**config.mk**
```make
export PLATFORM = sky130hd
export DESIGN_NAME = mp3_frame_packer_flat
export DESIGN_NICKNAME = d
export VERILOG_FILES = /design/src/rtl/mp3_frame_packer_if.sv /design/src/rtl/mp3_frame_packer.sv /design/src/flat_wrapper.sv
export SDC_FILE = /design/constraint.sdc
export NUM_CORES = 1
export LEC_CHECK = 0
export BUFFER_PORTS_ARGS = -buffer_cell sky130_fd_sc_hd__buf_2
export CAP_MARGIN = 5
export CELL_PAD_IN_SITES_DETAIL_PLACEMENT = 1
export CELL_PAD_IN_SITES_GLOBAL_PLACEMENT = 1
export CORE_ASPECT_RATIO = 0.75
export CORE_MARGIN = 1
export CORE_UTILIZATION = 38
export CTS_CLUSTER_SIZE = 20
export DETAILED_ROUTE_END_ITERATION = 16
export GPL_TIMING_DRIVEN = 0
export PLACE_DENSITY = 0.86
export SLEW_MARGIN = 0
export SYNTH_ARGS = -nofsm -noshare
export SYNTH_HDL_FRONTEND = slang
export SYNTH_SLANG_ARGS = --single-unit
export TNS_END_PERCENT = 100
```
**constraint.sdc**
```tcl
create_clock -name clk -period 4.7 [get_ports clk]
set_input_delay 0.705 -clock clk [delete_from_list [all_inputs] [get_ports clk]]
set_output_delay 0.705 -clock clk [all_outputs]
set_load 0.05 [all_outputs]
```
**src/rtl/mp3_frame_packer_if.sv**
```systemverilog
// Source/sink bundle for the MP3 frame packer: section byte sources, frame control and the serial byte output.
interface mp3_frame_packer_if;
    logic        start;
    logic [1:0]  mode;
    logic        prot;
    logic [10:0] frame_size;
    logic [7:0]  hdr_din, crc_din, si_din, md_din;
    logic        hdr_iv, crc_iv, si_iv, md_iv;
    logic        hdr_rdy, crc_rdy, si_rdy, md_rdy;
    logic        out_rdy;
    logic [7:0]  d_out;
    logic        d_ov;
    logic        busy;
    logic        done;
    logic        size_err;
    logic [15:0] frame_count;

    modport slave (
        input  start, mode, prot, frame_size,
        input  hdr_din, crc_din, si_din, md_din,
        input  hdr_iv, crc_iv, si_iv, md_iv,
        input  out_rdy,
        output hdr_rdy, crc_rdy, si_rdy, md_rdy,
        output d_out, d_ov, busy, done, size_err, frame_count
    );

    modport master (
        output start, mode, prot, frame_size,
        output hdr_din, crc_din, si_din, md_din,
        output hdr_iv, crc_iv, si_iv, md_iv,
        output out_rdy,
        input  hdr_rdy, crc_rdy, si_rdy, md_rdy,
        input  d_out, d_ov, busy, done, size_err, frame_count
    );
endinterface

```
**src/rtl/mp3_frame_packer.sv**
```systemverilog
// Serializes header, optional CRC, side info and main data into one MP3 frame byte stream.
// Latency: 1 cycle from source transfer to d_ov; sustains 1 byte/cycle when out_rdy stays high.
// Backpressure: d_out holds while out_rdy is low; the active section rdy drops until the byte drains.
// Optional frame counter enabled by PACKER_FRAME_COUNT_EN.
module mp3_frame_packer (
    input  logic                 clk,
    input  logic                 rst_n,
    mp3_frame_packer_if.slave    bus
);
    typedef enum logic [2:0] {IDLE, HDR, CRC, SIDE, MAIN, DRAIN} state_t;

    state_t      state;
    logic [10:0] cnt;
    logic [10:0] side_len;
    logic [10:0] main_len;
    logic        has_crc;
    logic [7:0]  d_out_q;
    logic        d_ov_q;
    logic        done_q;
    logic        size_err_q;

    logic        can_load;
    logic        in_section;
    logic        cur_iv;
    logic [7:0]  cur_din;
    logic        sec_last;
    logic        xfer;
    logic [10:0] crc_n;
    logic [10:0] side_n;
    logic [10:0] ovh_n;

    // The output register can take a new byte when empty or being drained this cycle.
    assign can_load   = !d_ov_q || bus.out_rdy;
    assign in_section = (state == HDR) || (state == CRC) || (state == SIDE) || (state == MAIN);
    assign xfer       = in_section && can_load && cur_iv;

    always_comb begin
        cur_iv   = 1'b0;
        cur_din  = 8'h00;
        sec_last = 1'b0;
        case (state)
            HDR:  begin cur_iv = bus.hdr_iv; cur_din = bus.hdr_din; sec_last = (cnt == 11'd3); end
            CRC:  begin cur_iv = bus.crc_iv; cur_din = bus.crc_din; sec_last = (cnt == 11'd1); end
            SIDE: begin cur_iv = bus.si_iv;  cur_din = bus.si_din;  sec_last = (cnt == side_len - 11'd1); end
            MAIN: begin cur_iv = bus.md_iv;  cur_din = bus.md_din;  sec_last = (cnt == main_len - 11'd1); end
            default: ;
        endcase
    end

    always_comb begin
        crc_n  = bus.prot ? 11'd0 : 11'd2;
        side_n = (bus.mode == 2'd3) ? 11'd17 : 11'd32;
        ovh_n  = 11'd4 + crc_n + side_n;
    end

    assign bus.hdr_rdy  = (state == HDR)  && can_load;
    assign bus.crc_rdy  = (state == CRC)  && can_load;
    assign bus.si_rdy   = (state == SIDE) && can_load;
    assign bus.md_rdy   = (state == MAIN) && can_load;
    assign bus.d_out    = d_out_q;
    assign bus.d_ov     = d_ov_q;
    assign bus.busy     = (state != IDLE);
    assign bus.done     = done_q;
    assign bus.size_err = size_err_q;

`ifdef PACKER_FRAME_COUNT_EN
    logic [15:0] frame_cnt_q;
    assign bus.frame_count = frame_cnt_q;
`else
    assign bus.frame_count = 16'h0000;
`endif

    always_ff @(posedge clk) begin
        if (!rst_n) begin
            state      <= IDLE;
            cnt        <= 11'd0;
            side_len   <= 11'd0;
            main_len   <= 11'd0;
            has_crc    <= 1'b0;
            d_out_q    <= 8'h00;
            d_ov_q     <= 1'b0;
            done_q     <= 1'b0;
            size_err_q <= 1'b0;
`ifdef PACKER_FRAME_COUNT_EN
            frame_cnt_q <= 16'h0000;
`endif
        end else begin
            done_q     <= 1'b0;
            size_err_q <= 1'b0;

            if (xfer) begin
                d_out_q <= cur_din;
                d_ov_q  <= 1'b1;
                cnt     <= sec_last ? 11'd0 : cnt + 11'd1;
            end else if (bus.out_rdy) begin
                d_ov_q  <= 1'b0;
            end

            case (state)
                IDLE: if (bus.start) begin
                    has_crc  <= !bus.prot;
                    side_len <= side_n;
                    cnt      <= 11'd0;
                    state    <= HDR;
                    // Undersized frames still carry header/CRC/side; main data is dropped.
                    if (bus.frame_size < ovh_n) begin
                        main_len   <= 11'd0;
                        size_err_q <= 1'b1;
                    end else begin
                        main_len   <= bus.frame_size - ovh_n;
                    end
                end
                HDR:  if (xfer && sec_last) state <= has_crc ? CRC : SIDE;
                CRC:  if (xfer && sec_last) state <= SIDE;
                SIDE: if (xfer && sec_last) state <= (main_len == 11'd0) ? DRAIN : MAIN;
                MAIN: if (xfer && sec_last) state <= DRAIN;
                DRAIN: if (can_load) begin
                    state  <= IDLE;
                    done_q <= 1'b1;
`ifdef PACKER_FRAME_COUNT_EN
                    frame_cnt_q <= frame_cnt_q + 16'd1;
`endif
                end
                default: state <= IDLE;
            endcase
        end
    end
endmodule

```
**src/flat_wrapper.sv**
```systemverilog
// flat-port wrapper written by rule: the top's interface ports become plain ports
module mp3_frame_packer_flat 
  (clk, rst_n, bus_start, bus_mode, bus_prot, bus_frame_size, bus_hdr_din, bus_crc_din, bus_si_din, bus_md_din, bus_hdr_iv, bus_crc_iv, bus_si_iv, bus_md_iv, bus_out_rdy, bus_hdr_rdy, bus_crc_rdy, bus_si_rdy, bus_md_rdy, bus_d_out, bus_d_ov, bus_busy, bus_done, bus_size_err, bus_frame_count);
  mp3_frame_packer_if bus_i ();
  input  logic clk;
  input  logic rst_n;
  input wire logic [$bits(bus_i.start)-1:0] bus_start;
  input wire logic [$bits(bus_i.mode)-1:0] bus_mode;
  input wire logic [$bits(bus_i.prot)-1:0] bus_prot;
  input wire logic [$bits(bus_i.frame_size)-1:0] bus_frame_size;
  input wire logic [$bits(bus_i.hdr_din)-1:0] bus_hdr_din;
  input wire logic [$bits(bus_i.crc_din)-1:0] bus_crc_din;
  input wire logic [$bits(bus_i.si_din)-1:0] bus_si_din;
  input wire logic [$bits(bus_i.md_din)-1:0] bus_md_din;
  input wire logic [$bits(bus_i.hdr_iv)-1:0] bus_hdr_iv;
  input wire logic [$bits(bus_i.crc_iv)-1:0] bus_crc_iv;
  input wire logic [$bits(bus_i.si_iv)-1:0] bus_si_iv;
  input wire logic [$bits(bus_i.md_iv)-1:0] bus_md_iv;
  input wire logic [$bits(bus_i.out_rdy)-1:0] bus_out_rdy;
  output wire logic [$bits(bus_i.hdr_rdy)-1:0] bus_hdr_rdy;
  output wire logic [$bits(bus_i.crc_rdy)-1:0] bus_crc_rdy;
  output wire logic [$bits(bus_i.si_rdy)-1:0] bus_si_rdy;
  output wire logic [$bits(bus_i.md_rdy)-1:0] bus_md_rdy;
  output wire logic [$bits(bus_i.d_out)-1:0] bus_d_out;
  output wire logic [$bits(bus_i.d_ov)-1:0] bus_d_ov;
  output wire logic [$bits(bus_i.busy)-1:0] bus_busy;
  output wire logic [$bits(bus_i.done)-1:0] bus_done;
  output wire logic [$bits(bus_i.size_err)-1:0] bus_size_err;
  output wire logic [$bits(bus_i.frame_count)-1:0] bus_frame_count;
  assign bus_i.start = bus_start;
  assign bus_i.mode = bus_mode;
  assign bus_i.prot = bus_prot;
  assign bus_i.frame_size = bus_frame_size;
  assign bus_i.hdr_din = bus_hdr_din;
  assign bus_i.crc_din = bus_crc_din;
  assign bus_i.si_din = bus_si_din;
  assign bus_i.md_din = bus_md_din;
  assign bus_i.hdr_iv = bus_hdr_iv;
  assign bus_i.crc_iv = bus_crc_iv;
  assign bus_i.si_iv = bus_si_iv;
  assign bus_i.md_iv = bus_md_iv;
  assign bus_i.out_rdy = bus_out_rdy;
  assign bus_hdr_rdy = bus_i.hdr_rdy;
  assign bus_crc_rdy = bus_i.crc_rdy;
  assign bus_si_rdy = bus_i.si_rdy;
  assign bus_md_rdy = bus_i.md_rdy;
  assign bus_d_out = bus_i.d_out;
  assign bus_d_ov = bus_i.d_ov;
  assign bus_busy = bus_i.busy;
  assign bus_done = bus_i.done;
  assign bus_size_err = bus_i.size_err;
  assign bus_frame_count = bus_i.frame_count;
  mp3_frame_packer u_core (.clk(clk), .rst_n(rst_n), .bus(bus_i));
endmodule
```
=== Word-level counts from Yosys, hierarchy flattened ===
Index checks and enable logic that the tools add are counted.

* Bits in registers: 48
* Bits of input ports: 54
* Output and inout port bits: 32
* Word-level logic and storage cells: 76

* Add/sub/neg operators: 6
* Magnitude comparators: 1
* Equality and inequality tests: 16
* Mux-type cells: 23
* Reductions and logical operators: 21

{| class="wikitable"
|+ Operator list
! cell !! number
|-
| 11-bit 2-to-1 mux || 5
|-
| 8-bit case mux with 4 select lines || 1
|-
| 11-bit == test || 2
|-
| 11-bit by 1-bit subtractor with 11-bit output, second input constant || 2
|-
| 3-bit 2-to-1 mux || 6
|-
| 3-bit case mux with 6 select lines || 1
|-
| 11-bit by 1-bit adder with 11-bit output, second input constant || 1
|-
| 11-bit adder || 1
|-
| 3-bit by 11-bit adder with 11-bit output, first input constant || 1
|-
| 11-bit by 1-bit == test with 1-bit output, second input constant || 1
|-
| 11-bit by 2-bit == test with 1-bit output, second input constant || 1
|-
| 11-bit zero test || 1
|-
| 11-bit less-than comparator || 1
|-
| 11-bit subtractor || 1
|-
| 2-bit inequality test, second input constant || 5
|-
| 1-bit case mux with 4 select lines || 2
|-
| 1-bit logical AND || 7
|-
| 3-bit by 2-bit == test with 1-bit output, second input constant || 2
|-
| 3-bit == test, second input constant || 2
|-
| 1-bit 2-to-1 mux || 6
|-
| 6-bit 2-to-1 mux || 1
|-
| 6-bit AND reduction || 1
|-
| 1-bit logical OR || 4
|-
| 2-bit AND reduction || 2
|-
| other kinds (9) || 10
|}

=== Depth between registers and ports, before layout ===
Gate-level depths: netlist of run 1.

* Word-level depth: 9
* Depth in mapped cells: 14

=== Worst setup path before layout of run 1 ===
Ideal clock, no wire load.

* Path kind: register -> register
* Start: register u_core.state[0]
* End: register u_core.state[0]
* Library setup time: 0.115 ns
* Arrival time: 3.330 ns
* Required time: 4.585 ns
* Slack: 1.255 ns
* Cell stages (with the launch flop): 13
* Buffers on the path: 3
* Period minus slack after synthesis: 3.445 ns
* Cells stage by stage: dfxtp_1 buf_2 or3b_1 buf_2 mux2i_1 ha_1 buf_6 or3b_4 or4_4 a311oi_2 o2111ai_2 or4_1 and3_1

* Cells in the longest elaborated chain, start to end: 9

{| class="wikitable"
|+ Ends and longest elaborated chain
! what !! line !! RTL
|-
| from (decl) || mp3_frame_packer.sv:12 || <nowiki>state_t state;</nowiki>
|-
| from (signal assigned) || mp3_frame_packer.sv:113 || <nowiki>HDR: if (xfer && sec_last) state <= has_crc ? CRC : SIDE;</nowiki>
|-
| from (signal assigned) || mp3_frame_packer.sv:115 || <nowiki>SIDE: if (xfer && sec_last) state <= (main_len == 11'd0) ? DRAIN : MAIN;</nowiki>
|-
| 3-bit by 1-bit == test with 1-bit output or 3-bit by 2-bit == test with 1-bit output (tied branches) || mp3_frame_packer.sv:34, mp3_frame_packer.sv:41, mp3_frame_packer.sv:99 ||
|-
| 1-bit logical OR (3 in a row) || mp3_frame_packer.sv:34 || <nowiki>assign in_section = (state == HDR) || (state == CRC) || (state == SIDE) || (state == MAIN);</nowiki>
|-
| 1-bit logical AND (2 in a row) || mp3_frame_packer.sv:35 || <nowiki>assign xfer = in_section && can_load && cur_iv;</nowiki>
|-
| 1-bit logical AND || n/a ||
|-
| 2-bit inequality test (no line) || n/a ||
|-
| 6-bit AND reduction (no line) || n/a ||
|}

Several ways; a longest one is shown, not always the timed one.
A chain may end at the register's enable or synchronous reset.

=== Worst setup path after layout of run 1 ===
* Start: register u_core.state[1]
* End: register u_core.cnt[4]

* Cells in the longest elaborated chain, start to end: 9

{| class="wikitable"
|+ Ends and longest elaborated chain
! what !! line !! RTL
|-
| parallel branches: the longest is 8 deep, another holds 11-bit 2-to-1 mux || n/a ||
|-
| 11-bit 2-to-1 mux * || mp3_frame_packer.sv:99 || <nowiki>case (state)</nowiki>
|-
| to (signal assigned) || mp3_frame_packer.sv:94 || <nowiki>cnt <= sec_last ? 11'd0 : cnt + 11'd1;</nowiki>
|-
| to (decl) || mp3_frame_packer.sv:13 || <nowiki>logic [10:0] cnt;</nowiki>
|}

Every way passes the cells marked *.

==> summary.md, run 1 <==
| Metric | Value |
|---|---|
| Status | `finished, final reports clean` |
| Fin Hold WS | `~0.5 ns` |
| Final wirelength | `~9000 um` |
| Hold Vio Cnt, Final | `0` |
| Fmax achieved | `roughly 0.25 GHz` |
| Routed len/inst | `16.9 um` |
| Final GP Congestion | `around 0.84` |
| Post-synth EDFFs | `0` |
| HP Class | `flop to flop` |
| Power share of the clock group | `0.334` |
| RSZ-0062 raised after global routing | `no` |
| Placed inst area | `3370 um2` |
| Post-synthesis cell type count | `between 60 and 70` |
| Initial antenna violation count | `0` |
| Layout cell share with drive strength beyond 1 | `0.278` |
| Vias in the first global route | `roughly 3000` |
| Die ar. | `around 8000 um2` |
| DRT Pass-1 Iters | `4` |
| Setup crit end kind | `flop` |
| Final TNS setup | `0 ns` |
| Final Power | `between 800 and 900 uW` |
| # DRC | `0` |
| Post_cts resized | `0` |
| P&R area growth vs syn | `22.5%` |
| Asr flop ratio synth | `0` |
| Most common cell after layout, fill and taps aside | `buf_2` |
| CTS Root Cell | `clkbuf_8` |
| Crit path from | `u_core.state[1]` |
| Ys Warns | `0` |
| Min Tclk post-route | `4.05 ns` |
| Syn avg cell area | `roughly 8 um2` |
| Post-route ant nets | `0` |
| CP Class | `flop to flop` |
| Final Skew | `between 0.01 and 0.015 ns` |
| Via count | `about 3000` |
| CTS tree | `yes` |
| Max VDD drop | `roughly 0.00015 V` |
| Power Dens Cells | `254 nW/um2` |
| Finished Cell Area | `around 3500 um2` |
| Final WS setup | `around 0.65 ns` |
| Worst setup path end | `u_core.cnt[4]` |
| Combinational share of power | `0.256` |
| # port buffers | `69` |
| Largest net degree at the start of global routing | `15` |
| Die Span Y | `between 70 and 80 um` |
| Drt initial violations | `around 230` |
| Seq pwr share | `0.410` |
| Worst reg2reg endpoint | `u_core.cnt[4]` |
| Clock transition at path regs | `roughly 0.090 ns` |
| Core area | `roughly 7000 um2` |
| HPWL Detailed | `7260 um` |
| Mapped Area | `about 2800 um2` |
| Register-to-register setup slack | `approximately 0.65 ns` |
| Period Utilization, post-route | `0.863` |
| Post-synth top flop | `dfxtp_1` |
| Crit path arrival time | `about 4.2 ns` |
| Worst skew pair latency | `about 0.31 ns` |
| CP required | `between 4 and 5 ns` |
| Critical Path Fanout Max | `10` |
| Die X | `just over 100 um` |
| FP Rows | `26` |
| Total CTS buffers | `5` |
| Initial cell density of the core | `0.405` |
| Deepest clock path buffer count | `2` |
| Place WS | `approximately 0.80 ns` |
| Slew HR | `0.536` |
| # nets final | `503` |
| Setup repair bufs after CTS | `0` |
| Total global-route track usage | `0.241` |
| Clock sink total | `39` |
| Max-slew violations | `0` |
| DR vias/cell | `5.45` |
| Sequential fraction of the synthesis area | `0.274` |
| Ant. Diodes | `0` |
| Worst R2R Path Depth | `14` |
| Leakage | `between 0.0015 and 0.002 uW` |
| Remaining Overflow, GRT | `0` |
| Switching power | `about 290 uW` |
| # IOs | `86` |
| MaxCap Viol Count | `0` |
| Reg-to-Reg Start | `u_core.state[1]` |
| First-pass GRT wire length | `14900 um` |
| Internal | `just under 600 uW` |
| Sw Share | `0.330` |
| Slew of the pin with the lowest slew margin | `slightly below 0.7 ns` |
| Startpoint type of the worst setup path | `flop` |
| Commonest non-fill, non-tap cells in the layout | `75 x buf_2, 39 x dfxtp_1, 32 x nand2_1` |
| H-tree Lvls | `2` |
| Cts hold-fix bufs | `0` |
| Cells after synthesis | `351` |
| Final setup vio count | `0` |
| Synth Register Bits | `39` |
-- cell families after synthesis --
kind of cell,Yosys count,share of synthesized area
and+or+nand+nor,124,0.237
xor gates and xnor gates,27,0.0830
other,1,0.00132
DFF,39,0.274
buffers and inverters,50,0.0927
AOI/OAI and AO/OA,90,0.229
muxes,13,0.0496
adders and majority gates,7,0.0334
-- flip-flops by register name, summed over array words and instances (netlist names) --
| signal | cells |
|---|---|
| u_core.bus.d_out | 8 |
| u_core.has_crc | 1 |
| u_core.main_len | 11 |
| u_core.bus.done | 1 |
| u_core.side_len | 2 |
| u_core.bus.d_ov | 1 |
| u_core.state | 3 |
| u_core.cnt | 11 |
| u_core.bus.size_err | 1 |
-- worst min path at each step --
stage	from	to	slack, ns	depth (start not counted)
detailed placement	u_core.bus.d_out[5]	u_core.bus.d_out[5]	0.49	1
global route	u_core.bus.d_out[4]	u_core.bus.d_out[4]	0.53	1
floorplan	u_core.main_len[7]	u_core.main_len[7]	0.46	2
finish	u_core.bus.d_out[7]	u_core.bus.d_out[7]	0.50	1
CTS	u_core.bus.d_out[5]	u_core.bus.d_out[5]	0.51	1
global placement	u_core.bus.d_out[4]	u_core.bus.d_out[4]	0.48	1
-- power groups by stage --
stage,Sequential [uW],Clock (uW),Combinational [uW]
after floorplan,382,0,147
after global placement,369,0,218
after detailed placement,370,0,224
after CTS,363,298,225
after global routing,366,315,246
final,363,295,227
-- synth_stat cells, drive strengths merged (10+ instances only) --
cell type  count  area share
dfxtp         39        0.27
nand2         32       0.042
buf           25       0.059
nor3          21       0.037
o21ai         20       0.035
xnor2         17       0.052
clkbuf        13       0.018
inv           12       0.016
nand3         12       0.021
nor2          12       0.016
a22oi         10       0.026
o211ai        10       0.026
xor2          10       0.031
-- area by class of cell --
class / count / area (um2)
sequential: 39 / 781
fill: 903 / 3540
timing repair buffer: 69 / 345
multi-input combinational: 277 / 1860
buffer: 38 / 219
clock inverter: 3 / 47.5
tap: 98 / 123
clock buffer: 5 / 68.8
inverter: 12 / 45.0
-- metal layers --
layer  vias to the layer above  routed length, um  track usage
met4                         0                 91       0.0529
met1                      1413               4270        0.338
met3                        11                574       0.0401
li1                       1434                  -            -
met5                         -                  0            0
met2                        93               4210        0.385
-- stage by stage --
| stage | instances | utilization |
|---|---|---|
| after floorplan | 366 | - |
| after global placement | 533 | 0.480 |
| after detailed placement | 533 | 0.480 |
| after CTS | 541 | 0.497 |
| after global routing | 541 | 0.497 |
| final | 541 | 0.497 |
-- critical path: stages (launching register included) --
cell	delay (ns)
dfxtp_1	0.30
clkbuf_1	0.20
or3b_1	0.39
buf_2	0.20
mux2i_1	0.17
ha_1	0.18
buf_6	0.14
nor3b_1	0.46
a21boi_0	0.23
or2_2	0.34
a221oi_1	0.26
o221ai_1	0.25
nor4_1	0.42
buf_2	0.32
nor3_1	0.08
Power figures use the tool's default switching activity.
==> inputs of run 2 (changes only) <==
Settings changed: CORE_UTILIZATION 38 to 34, PLACE_DENSITY 0.86 to 0.82.
Clock period 4.7 ns to 3.7 ns, I/O delays scaled along.
==> run 2 against run 1 <==
  * Sequential power is 28% higher
  * Critical path depth is 1 lower
  * Final area is 7.3% higher
  * Critical endpoint is now u_core.cnt[5]
  * Worst hold slack worse by 0.0085 ns
  * Largest cell class unchanged
  * Critical path type unchanged
==> summary.md, run 2 (synthesized netlist as in run 1, its figures left out) <==
| Metric | Value |
|---|---|
| Status | `finished, final reports clean (unchanged)` |
| Max-slew violations | `0 (unchanged)` |
| Final GP Congestion | `0.856 (was 0.841)` |
| Cts hold-fix bufs | `0 (unchanged)` |
| Reg-to-Reg Start | `u_core.state[0] (was u_core.state[1])` |
| Grt met2 use | `0.340 (was 0.385)` |
| MaxCap Viol Count | `0 (unchanged)` |
| Layout cell share with drive strength beyond 1 | `0.325 (was 0.278)` |
| H-tree Lvls | `2 (unchanged)` |
| Die Span Y | `81.3 um (was 77.0 um)` |
| Critical path cell sequence | `buf_8 -> or3b_4 -> buf_8 -> mux2i_1 -> ha_2 -> buf_6 -> or3b_4 -> or4_4 -> a311oi_4 -> o2111ai_4 -> nor4_4 -> buf_6 -> nor3_1 (was clkbuf_1 -> or3b_1 -> buf_2 -> mux2i_1 -> ha_1 -> buf_6 -> nor3b_1 -> a21boi_0 -> or2_2 -> a221oi_1 -> o221ai_1 -> nor4_1 -> buf_2 -> nor3_1)` |
| Final Core Density | `0.469 (was 0.497)` |
| Met1 Use GR | `0.294 (was 0.338)` |
| Total CTS buffers | `5 (unchanged)` |
| CP bufs+invs | `4 (unchanged)` |
| Drt initial violations | `129 (was 232)` |
| Total global-route track usage | `0.213 (was 0.241)` |
| Crit path max-delay family | `simple AND/OR/NAND/NOR gates (unchanged)` |
| Combinational share of power | `0.265 (was 0.256)` |
| Hold Path Stages | `2 (was 1)` |
| HPWL Detailed | `7190 um (was 7260 um)` |
| Worst reg2reg endpoint | `u_core.cnt[5] (was u_core.cnt[4])` |
| Worst skew pair latency | `0.30 ns (was 0.31 ns)` |
| Ant. Diodes | `0 (unchanged)` |
| Power share of the clock group | `0.334 (about the same)` |
| Clock transition at path regs | `0.08 ns (was 0.09 ns)` |
| Initial cell density of the core | `0.357 (was 0.405)` |
| DRT Pass-1 Iters | `4 (unchanged)` |
| FP Rows | `28 (was 26)` |
| # port buffers | `69 (unchanged)` |
| RSZ-0062 raised after global routing | `yes (was no)` |
| # nets final | `515 (was 503)` |
| Switching power | `373 uW (was 292 uW)` |
| Setup crit end kind | `flop (unchanged)` |
| Final wirelength | `9380 um (was 9140 um)` |
| Routed len/inst | `16.7 um (was 16.9 um)` |
| Met3 Resource Use GR | `0.0425 (was 0.0401)` |
| Remaining Overflow, GRT | `0 (unchanged)` |
| Critical Path Fanout Max | `10 (unchanged)` |
| Place WS | `-0.396 ns (was 0.799 ns)` |
| Core area | `7990 um2 (was 7030 um2)` |
| Internal | `781 uW (was 593 uW)` |
| Fill cells | `1015 (was 903)` |
| Worst R2R Path Depth | `13 (was 14)` |
| Register-to-register setup slack | `0.11 ns (was 0.65 ns)` |
| DR vias/cell | `5.28 (was 5.45)` |
| Worst min-delay path startpoint | `u_core.main_len[7] (was u_core.bus.d_out[7])` |
| # IOs | `86 (unchanged)` |
| Seq pwr share | `0.401 (was 0.410)` |
| Fin Hold WS | `0.495 ns (was 0.504 ns)` |
| Period Utilization, post-route | `0.971 (was 0.863)` |
| Die X | `108 um (was 102 um)` |
| CP Class | `flop to flop (unchanged)` |
| Final WS setup | `0.108 ns (was 0.646 ns)` |
| Most common cell after layout, fill and taps aside | `buf_2 (unchanged)` |
| Leakage | `0.00161 uW (was 0.00152 uW)` |
| Crit path arrival time | `3.76 ns (was 4.22 ns)` |
| Vias in the first global route | `2788 (was 3024)` |
| Via count | `2956 (was 2951)` |
| Die ar. | `8750 um2 (was 7850 um2)` |
| Commonest non-fill, non-tap cells in the layout | `72 x buf_2, 37 x dfxtp_1, 32 x nand2_1 (was 75 x buf_2, 39 x dfxtp_1, 32 x nand2_1)` |
| Final TNS setup | `0 ns (unchanged)` |
| Largest net degree at the start of global routing | `14 (was 15)` |
| P&R area growth vs syn | `31.4% (was 22.5%)` |
| GR peak layer | `met2 (unchanged)` |
| Min Tclk post-route | `3.59 ns (was 4.05 ns)` |
| Final setup vio count | `0 (unchanged)` |
| Startpoint type of the worst setup path | `flop (unchanged)` |
| Slew HR | `0.391 (was 0.536)` |
| Largest stage delay, worst path | `0.45 ns (was 0.46 ns)` |
| CP required | `3.87 ns (was 4.87 ns)` |
| Power Dens Cells | `308 nW/um2 (was 254 nW/um2)` |
| Clock sink total | `39 (unchanged)` |
| HP Class | `flop to flop (unchanged)` |
| Final Power | `1150 uW (was 885 uW)` |
| Fmax achieved | `0.278 GHz (was 0.247 GHz)` |
| CTS Root Cell | `clkbuf_8 (unchanged)` |
| CTS tree | `yes (unchanged)` |
| CP max-delay cell | `or4_4 (was nor3b_1)` |
| Hold Vio Cnt, Final | `0 (unchanged)` |
| Deepest clock path buffer count | `2 (unchanged)` |
| First-pass GRT wire length | `14200 um (was 14900 um)` |
| # DRC | `0 (unchanged)` |
| Final Skew | `0.00589 ns (was 0.0137 ns)` |
| Hold EP | `u_core.main_len[7] (was u_core.bus.d_out[7])` |
| Initial antenna violation count | `0 (unchanged)` |
| Sw Share | `0.323 (was 0.330)` |
| Post-route ant nets | `0 (unchanged)` |
| Slew of the pin with the lowest slew margin | `0.903 ns (was 0.694 ns)` |
| Max VDD drop | `0.000184 V (was 0.000151 V)` |
run 2: cell count changes in the layout (fill, tap and decap cells not counted), moves of 2 or more:
| cell | change |
|---|---|
| nor4_4 | +2 |
| nor3b_4 | +2 |
| buf_8 | +2 |
| nor4_1 | -2 |
| buf_2 | -3 |
| dfxtp_1 | -2 |
| dfxtp_2 | +2 |
| buf_6 | +3 |
| buf_4 | +11 |
| o31ai_1 | -2 |
run 2: through the flow:
step | cells | cell area [um2]
2_1_floorplan | 366 | 2910
3_3_place_gp | 540 | 3380
3_5_place_dp | 540 | 3380
4_1_cts | 548 | 3580
5_1_grt | 560 | 3740
6_report | 560 | 3740
run 2: power groups by stage:
stage	registers, uW	logic (uW)	clock network, uW
3_5_place_dp	470	286	0
6_report	463	306	385
2_1_floorplan	485	187	0
5_1_grt	467	329	417
3_3_place_gp	468	278	0
4_1_cts	461	292	399
run 2: worst register-to-register path: cells and delay by family (launching register included):
kind	cells	cell delay, ns
and+or+nand+nor	5	1.66
AOI/OAI and AO/OA	2	0.58
muxes	1	0.15
adders and majority gates	1	0.19
DFF	1	0.33
buffers and inverters	4	0.57
run 2: layout make-up:
cell class                 count  area, um2  share of cell area
multi-input combinational    277       1970               0.527
sequential                    39        783               0.209
clock buffer                   6       82.6              0.0221
tap                          105        131              0.0351
clock inverter                 2       38.8              0.0104
timing repair buffer          82        450               0.120
inverter                      12       45.0              0.0120
buffer                        37        241              0.0645
run 2: routing by layer:
| metal | routed length [um] | vias up | part of all wire |
|---|---|---|---|
| met5 | 0 | - | 0 |
| met4 | 99 | 0 | 0.011 |
| met3 | 684 | 12 | 0.073 |
| met2 | 4310 | 89 | 0.46 |
| met1 | 4280 | 1388 | 0.46 |
| li1 | - | 1467 | - |
run 2: how the worst max path moves through the flow:
stage / depth (start not counted) / from / slack, ns / endpoint
finish: 13 / u_core.state[0] / 0.11 / u_core.cnt[5]
detailed placement: 14 / u_core.state[1] / -0.40 / u_core.cnt[5]
global placement: 13 / u_core.state[1] / -0.14 / u_core.cnt[10]
floorplan: 12 / u_core.state[0] / 0.25 / u_core.state[0]
CTS: 12 / u_core.state[0] / 0.003 / u_core.state[0]
global route: 13 / u_core.state[0] / -0.03 / u_core.cnt[5]
run 2: timing repair:
action / in CTS / in global routing
setup buffers: 1 / 12
resized for setup: 11 / 20
pin swaps: 2 / 6
endpoints found under the setup margin: 14 / 13
